<file path="config.mk">
export PLATFORM = sky130hd
export DESIGN_NAME = fib_bcd_calc
export DESIGN_NICKNAME = d
export VERILOG_FILES = /design/src/rtl/fib_bcd_calc.sv
export SDC_FILE = /design/constraint.sdc
export NUM_CORES = 1
export LEC_CHECK = 0
export BUFFER_PORTS_ARGS = -buffer_cell sky130_fd_sc_hd__buf_2
export CORE_ASPECT_RATIO = 1.2
export CORE_MARGIN = 2
export CORE_UTILIZATION = 50
export DETAILED_ROUTE_END_ITERATION = 12
export GPL_TIMING_DRIVEN = 0
export PLACE_DENSITY = 0.73
export RECOVER_POWER = 25
export SLEW_MARGIN = 0
export SYNTH_ARGS = -nofsm -noshare
export SYNTH_HDL_FRONTEND = slang
export SYNTH_SLANG_ARGS = --single-unit
</file>
<file path="constraint.sdc">
create_clock -name clk -period 2.8 [get_ports clk]
set_input_delay 0.56 -clock clk [delete_from_list [all_inputs] [get_ports clk]]
set_output_delay 0.56 -clock clk [all_outputs]
set_load 0.05 [all_outputs]
</file>
<file path="src/rtl/fib_bcd_calc.sv">
// ============================================================================
// Module   : fib_bcd_calc
// Purpose  : BCD index in, Fibonacci F(i) out as BCD. Flags overflow and bad
//            BCD input. Define FIB_BCD_CYC_CNT_EN to add the cyc_cnt port.
// Revision : 1.0
// ============================================================================
`default_nettype none

module fib_bcd_calc #(
  parameter int DIG_IN  = 2,
  parameter int DIG_OUT = 4
) (
  input  logic                 clk,
  input  logic                 rst_n,
  input  logic                 start,
  input  logic [4*DIG_IN-1:0]  i_bcd,
  output logic                 ready,
  output logic                 done_tick,
  output logic [4*DIG_OUT-1:0] o_bcd,
  output logic                 ovf,
  output logic                 err
`ifdef FIB_BCD_CYC_CNT_EN
  ,
  output logic [15:0]          cyc_cnt
`endif
);

  localparam int FIB_W = $clog2(10**DIG_OUT);
  localparam int IDX_W = 4*DIG_IN;
  localparam int BCD_W = 4*DIG_OUT;
  localparam int CNT_W = $clog2(FIB_W+1);
  localparam logic [FIB_W:0] MAXV = (FIB_W+1)'(10**DIG_OUT-1);

  typedef enum logic [2:0] {
    S_IDLE = 3'd0,
    S_B2B  = 3'd1,
    S_FIB  = 3'd2,
    S_B2D  = 3'd3,
    S_DONE = 3'd4
  } state_t;

  state_t             state_q, state_d;
  logic [IDX_W-1:0]   in_q, in_d;
  logic [IDX_W-1:0]   idx_q, idx_d;
  logic [FIB_W:0]     t0_q, t0_d, t1_q, t1_d;
  logic [FIB_W-1:0]   bin_q, bin_d;
  logic [BCD_W-1:0]   dd_q, dd_d;
  logic [CNT_W-1:0]   cnt_q, cnt_d;
  logic [BCD_W-1:0]   o_bcd_q, o_bcd_d;
  logic               ovf_q, ovf_d, err_q, err_d;

  logic [3:0]         w_digit;
  logic [IDX_W-1:0]   w_idx_mac;
  logic [BCD_W-1:0]   w_adj;
  logic [BCD_W-1:0]   w_dd_shift;

  // Index digits are consumed from the top nibble of a left-shifting copy.
  assign w_digit   = in_q[IDX_W-1 -: 4];
  assign w_idx_mac = IDX_W'(idx_q * IDX_W'(10)) + IDX_W'(w_digit);

  for (genvar k = 0; k < DIG_OUT; k++) begin : g_adj
    assign w_adj[4*k +: 4] = (dd_q[4*k +: 4] >= 4'd5) ? dd_q[4*k +: 4] + 4'd3
                                                      : dd_q[4*k +: 4];
  end

  assign w_dd_shift = {w_adj[BCD_W-2:0], bin_q[FIB_W-1]};

  always_ff @(posedge clk or negedge rst_n) begin
    if (!rst_n) begin
      state_q <= S_IDLE;
      in_q    <= '0;
      idx_q   <= '0;
      t0_q    <= '0;
      t1_q    <= '0;
      bin_q   <= '0;
      dd_q    <= '0;
      cnt_q   <= '0;
      o_bcd_q <= '0;
      ovf_q   <= 1'b0;
      err_q   <= 1'b0;
    end else begin
      state_q <= state_d;
      in_q    <= in_d;
      idx_q   <= idx_d;
      t0_q    <= t0_d;
      t1_q    <= t1_d;
      bin_q   <= bin_d;
      dd_q    <= dd_d;
      cnt_q   <= cnt_d;
      o_bcd_q <= o_bcd_d;
      ovf_q   <= ovf_d;
      err_q   <= err_d;
    end
  end

  always_comb begin
    state_d = state_q;
    in_d    = in_q;
    idx_d   = idx_q;
    t0_d    = t0_q;
    t1_d    = t1_q;
    bin_d   = bin_q;
    dd_d    = dd_q;
    cnt_d   = cnt_q;
    o_bcd_d = o_bcd_q;
    ovf_d   = ovf_q;
    err_d   = err_q;
    case (state_q)
      S_IDLE: begin
        if (start) begin
          state_d = S_B2B;
          in_d    = i_bcd;
          idx_d   = '0;
          cnt_d   = '0;
          t0_d    = '0;
          t1_d    = (FIB_W+1)'(1);
          o_bcd_d = '0;
          ovf_d   = 1'b0;
          err_d   = 1'b0;
        end
      end
      S_B2B: begin
        if (w_digit > 4'd9) begin
          err_d   = 1'b1;
          o_bcd_d = '0;
          state_d = S_DONE;
        end else begin
          idx_d = w_idx_mac;
          in_d  = in_q << 4;
          cnt_d = cnt_q + CNT_W'(1);
          if (cnt_q == CNT_W'(DIG_IN-1)) begin
            state_d = S_FIB;
            cnt_d   = '0;
            t0_d    = '0;
            t1_d    = (FIB_W+1)'(1);
          end
        end
      end
      S_FIB: begin
        // idx_q doubles as the remaining-iteration counter.
        if (idx_q == '0) begin
          state_d = S_B2D;
          bin_d   = t0_q[FIB_W-1:0];
          dd_d    = '0;
          cnt_d   = '0;
        end else if (t1_q > MAXV) begin
          ovf_d   = 1'b1;
          o_bcd_d = {DIG_OUT{4'h9}};
          state_d = S_DONE;
        end else begin
          t0_d  = t1_q;
          t1_d  = t0_q + t1_q;
          idx_d = idx_q - IDX_W'(1);
        end
      end
      S_B2D: begin
        dd_d  = w_dd_shift;
        bin_d = bin_q << 1;
        cnt_d = cnt_q + CNT_W'(1);
        if (cnt_q == CNT_W'(FIB_W-1)) begin
          o_bcd_d = w_dd_shift;
          state_d = S_DONE;
        end
      end
      S_DONE:  state_d = S_IDLE;
      default: state_d = S_IDLE;
    endcase
  end

  assign ready     = (state_q == S_IDLE);
  assign done_tick = (state_q == S_DONE);
  assign o_bcd     = o_bcd_q;
  assign ovf       = ovf_q;
  assign err       = err_q;

`ifdef FIB_BCD_CYC_CNT_EN
  logic [15:0] cyc_q;

  // Loaded with 1 on accept so the DONE cycle reads the inclusive count.
  always_ff @(posedge clk or negedge rst_n) begin
    if (!rst_n) begin
      cyc_q <= '0;
    end else if (state_q == S_IDLE) begin
      if (start) cyc_q <= 16'd1;
    end else if (state_q != S_DONE && cyc_q != 16'hFFFF) begin
      cyc_q <= cyc_q + 16'd1;
    end
  end

  assign cyc_cnt = cyc_q;
`endif

endmodule

`default_nettype wire

</file>
==> results.py <==
metrics = {
    "final_layout": {
        "multi_input_area_um2": 3070,
        "area_growth_pct": 11.1,
        "num_antenna_cells": 0,
        "finish.utilization": 0.563,
        "n_fill_cell": 996,
        "seq_area_um2": 2530,
        "drive_gt1_frac": 0.123,
        "nNetsFinal": 669,
    },
    "timing": {
        "fin_skew_ns": 0.0102,
        "period_minus_slack_ns": 2.56,
        "setup_viol": 0,
        "hold_viol_final": 0,
        "drv_slew": 0,
        "clock.fmax_ghz": 0.391,
        "setup-tns-final_ns": 0,
        "worstMarginPinSlew_ns": 1.22,
        "slew_headroom": 0.184,
        "period_share": 0.914,
        "rsz0062_at_grt": "no",
    },
    "power": {
        "peakVddDrop_mv": 0.458,
        "internal_power_mw": 3.31,
        "pwr-share-comb": 0.461,
        "pwr-share-seq": 0.331,
        "powerDensity_nw_per_um2": 906,
        "p_leak_nw": 3.04,
        "switching_share": 0.432,
        "power.share.clock": 0.208,
        "power_switching_mw": 2.52,
        "total_power_mw": 5.82,
    },
    "status": {
        "status": "finished, final reports clean",
    },
    "floorplan": {
        "die_h_um": 122,
        "rows": 43,
        "die_area_um2": 12400,
        "start_util": 0.507,
        "io_pins": 31,
        "core_um2": 11400,
        "die_w_um": 102,
    },
    "grt": {
        "grt_pass1_vias": 4451,
        "overflow": 0,
        "grt_pass1_wl_um": 21200,
        "antenna_found_initial": 0,
        "grtUsageTotal": 0.214,
        "grt_start_max_net_pins": 55,
    },
    "drt": {
        "drtAntennaViolNets": 0,
        "avgViaCountPerCell": 5.90,
        "vias": 4610,
        "first_iter_violations": 288,
        "wl_per_cell_um": 16.3,
        "drc": 0,
        "wl_um": 12700,
        "drt-pass1-iter-count": 6,
    },
    "synthesis": {
        "synth_area_leaders": "dfrtp_1 (44%), ha_1 (7.8%), o21ai_0 (4.8%), nand2_1 (4.0%), mux2i_1 (3.5%)",
        "yosysTopAreaCellShare": 0.437,
        "yosys_warnings": 0,
        "avgSynthCellArea_um2": 10.0,
        "ys_async_sr_fraction": 1.00,
        "synth-seq-cells": 101,
        "mappedNetlistNets": 627,
        "netlist_area_um2": 5780,
        "synth_top_cell_by_area": "dfrtp_1",
        "synth_seq_area_share": 0.437,
        "synth_edf_count": 0,
        "synthFlopType": "dfrtp_1",
        "yosysUniqueCellTypes": 62,
        "netlist_instances": 577,
    },
    "worst_setup_path": {
        "critPathKind": "reg2reg",
        "crit_required_ns": 3.01,
        "end_kind": "flop",
        "cp-start-kind": "flop",
        "critPathArrivalTime_ns": 2.77,
        "reg2reg_slack_ns": 0.24,
        "reg2regPathDepth": 7,
        "crit_fanout": 4,
    },
    "placement": {
        "portBuffers": 30,
        "place.gp.congestion": 0.863,
        "dp_hpwl_um": 9400,
    },
    "min_path": {
        "hold_depth": 2,
        "hp-class": "in2reg",
    },
    "clocking": {
        "h-tree-depth": 3,
        "cts.sinks": 101,
        "cts_root_buf": "clkbuf_16",
        "numCtsBuffers": 9,
        "clkLatencyLatePin_ns": 0.35,
        "postCtsSetupBuffers": 0,
        "clock_path_buffers": 2,
        "tritoncts": "done",
        "clk_pin_slew_ns": 0.07,
    },
    "job": {
        "drv_cap": 0,
    },
}
[critical path, stage by stage, from the launching register on]
cell      delay [ns]
dfrtp_1         0.40
ha_1            0.25
fa_1            0.43
a211oi_1        0.41
o21ai_0         0.30
a41oi_1         0.38
xor2_1          0.16
o21ai_0         0.08
[sequential cells by signal, summed over array words and instances (netlist names)]
name / cells
state_q: 3
cnt_q: 4
ovf: 1
t0_q: 15
dd_q: 16
idx_q: 8
bin_q: 14
err: 1
o_bcd: 16
t1_q: 15
in_q: 8
[layout make-up]
| cell class | instances | area share |
|---|---|---|
| clock buffer | 12 | 0.0399 |
| timing repair buffer | 31 | 0.0241 |
| sequential | 101 | 0.393 |
| buffer | 25 | 0.0193 |
| tap | 157 | 0.0306 |
| clock inverter | 4 | 0.00506 |
| multi-input combinational | 433 | 0.477 |
| inverter | 18 | 0.0105 |
[timing repair]
item,CTS,global route
endpoints found under the hold margin,0,0
hold buffers,0,0
resized for setup,0,1
setup endpoints to repair,0,9
[per-layer routing]
layer	global-route usage	share of wire	vias to the layer above
met5	0	0	-
met4	0.0717	0.022	0
met3	0.0367	0.039	26
met2	0.367	0.50	109
met1	0.273	0.44	2253
li1	-	-	2222
[per-stage QoR]
stage          instance area, um2  instances  worst slack (ns)  hold WS [ns]
6_report                     6420        781             0.240         0.437
5_1_grt                      6420        781            0.0558         0.432
4_1_cts                      6450        781            0.0307         0.265
3_5_place_dp                 6160        765            0.0527         0.465
3_3_place_gp                 6130        764            0.0798         0.460
2_1_floorplan                5780        577             0.468         0.264
[layout by cell type (no fill, tap or decap), types with 3 or more instances in the layout]
cell type  Yosys  routed
nand2_1       61      61
o211ai_1       4       4
and2_1         3       3
nor2_1        25      25
inv_1         18      18
nand3_1       13      13
a21oi_1       27      27
clkbuf_8       1       3
o31ai_1       12      12
xor2_1        13      13
and3_1         5       5
a31oi_1        5       5
dfrtp_1      101     101
clkbuf_16      0       9
nor2b_1        4       4
o21ai_0       56      55
nand4_1        4       4
a21o_1        22      22
mux2i_1       20      20
clkbuf_1      14      15
xnor2_1       11      11
fa_1           3       3
o22a_1         8       8
a211oi_1      11      11
nor4_1         3       3
a22o_1        19      19
ha_1          36      36
buf_2          7      37
nand2b_1      10      10
mux2_2         6       6
a22oi_1        5       5
nor3_1         7       7
[worst paths after layout]
check | end | start
max | t1_q[10] | t0_q[0]
min | in_q[1] | i_bcd[1]
max reg2reg | t1_q[10] | t0_q[0]
min reg2reg | bin_q[12] | bin_q[12]
max in group asynchronous | t1_q[2] | rst_n
min in group asynchronous | o_bcd[14] | rst_n
[cell families (layout without fill, tap and decap cells)]
family / Yosys count / count (layout) / share of synthesized area
compound gates: 196 / 196 / 0.231
buf+inv: 43 / 90 / 0.0331
xor+xnor: 24 / 24 / 0.0363
fa+ha+maj: 39 / 39 / 0.0883
flops: 101 / 101 / 0.437
mux: 26 / 26 / 0.0463
simple gates: 148 / 148 / 0.128
[synthesized netlist by cell type (2+ instances only)]
library cell  number
o211ai_1           4
o22a_1             8
nand2_1           61
ha_1              36
a21oi_2            2
nor3b_4            2
dfrtp_1          101
a22o_1            19
mux2_2             6
inv_1             18
o21a_1             2
clkbuf_1          14
a21oi_1           27
nor2_1            25
nor3_1             7
nand4_1            4
o221ai_1           2
xor2_1            13
a21o_1            22
a41oi_1            2
or4_4              2
fa_1               3
nand3_1           13
nor4_1             3
a31oi_1            5
a21boi_0           2
and3_1             5
buf_2              7
xnor2_1           11
or2_2              2
a32oi_1            2
o41ai_1            2
and2_1             3
mux2i_1           20
o21ai_0           56
o21ai_2            2
nor2b_1            4
a22oi_1            5
a211oi_1          11
o31ai_1           12
nand2b_1          10
o22ai_1            2
[power groups by stage]
stage | combinational (mW) | sequential [mW] | clock [mW]
floorplan | 1.84 | 2.13 | 0
global route | 2.94 | 1.96 | 1.29
finish | 2.68 | 1.93 | 1.21
global placement | 2.62 | 1.94 | 0
detailed placement | 2.69 | 1.95 | 0
CTS | 2.70 | 1.93 | 1.22
No activity file was read; power rests on OpenSTA's default activity.
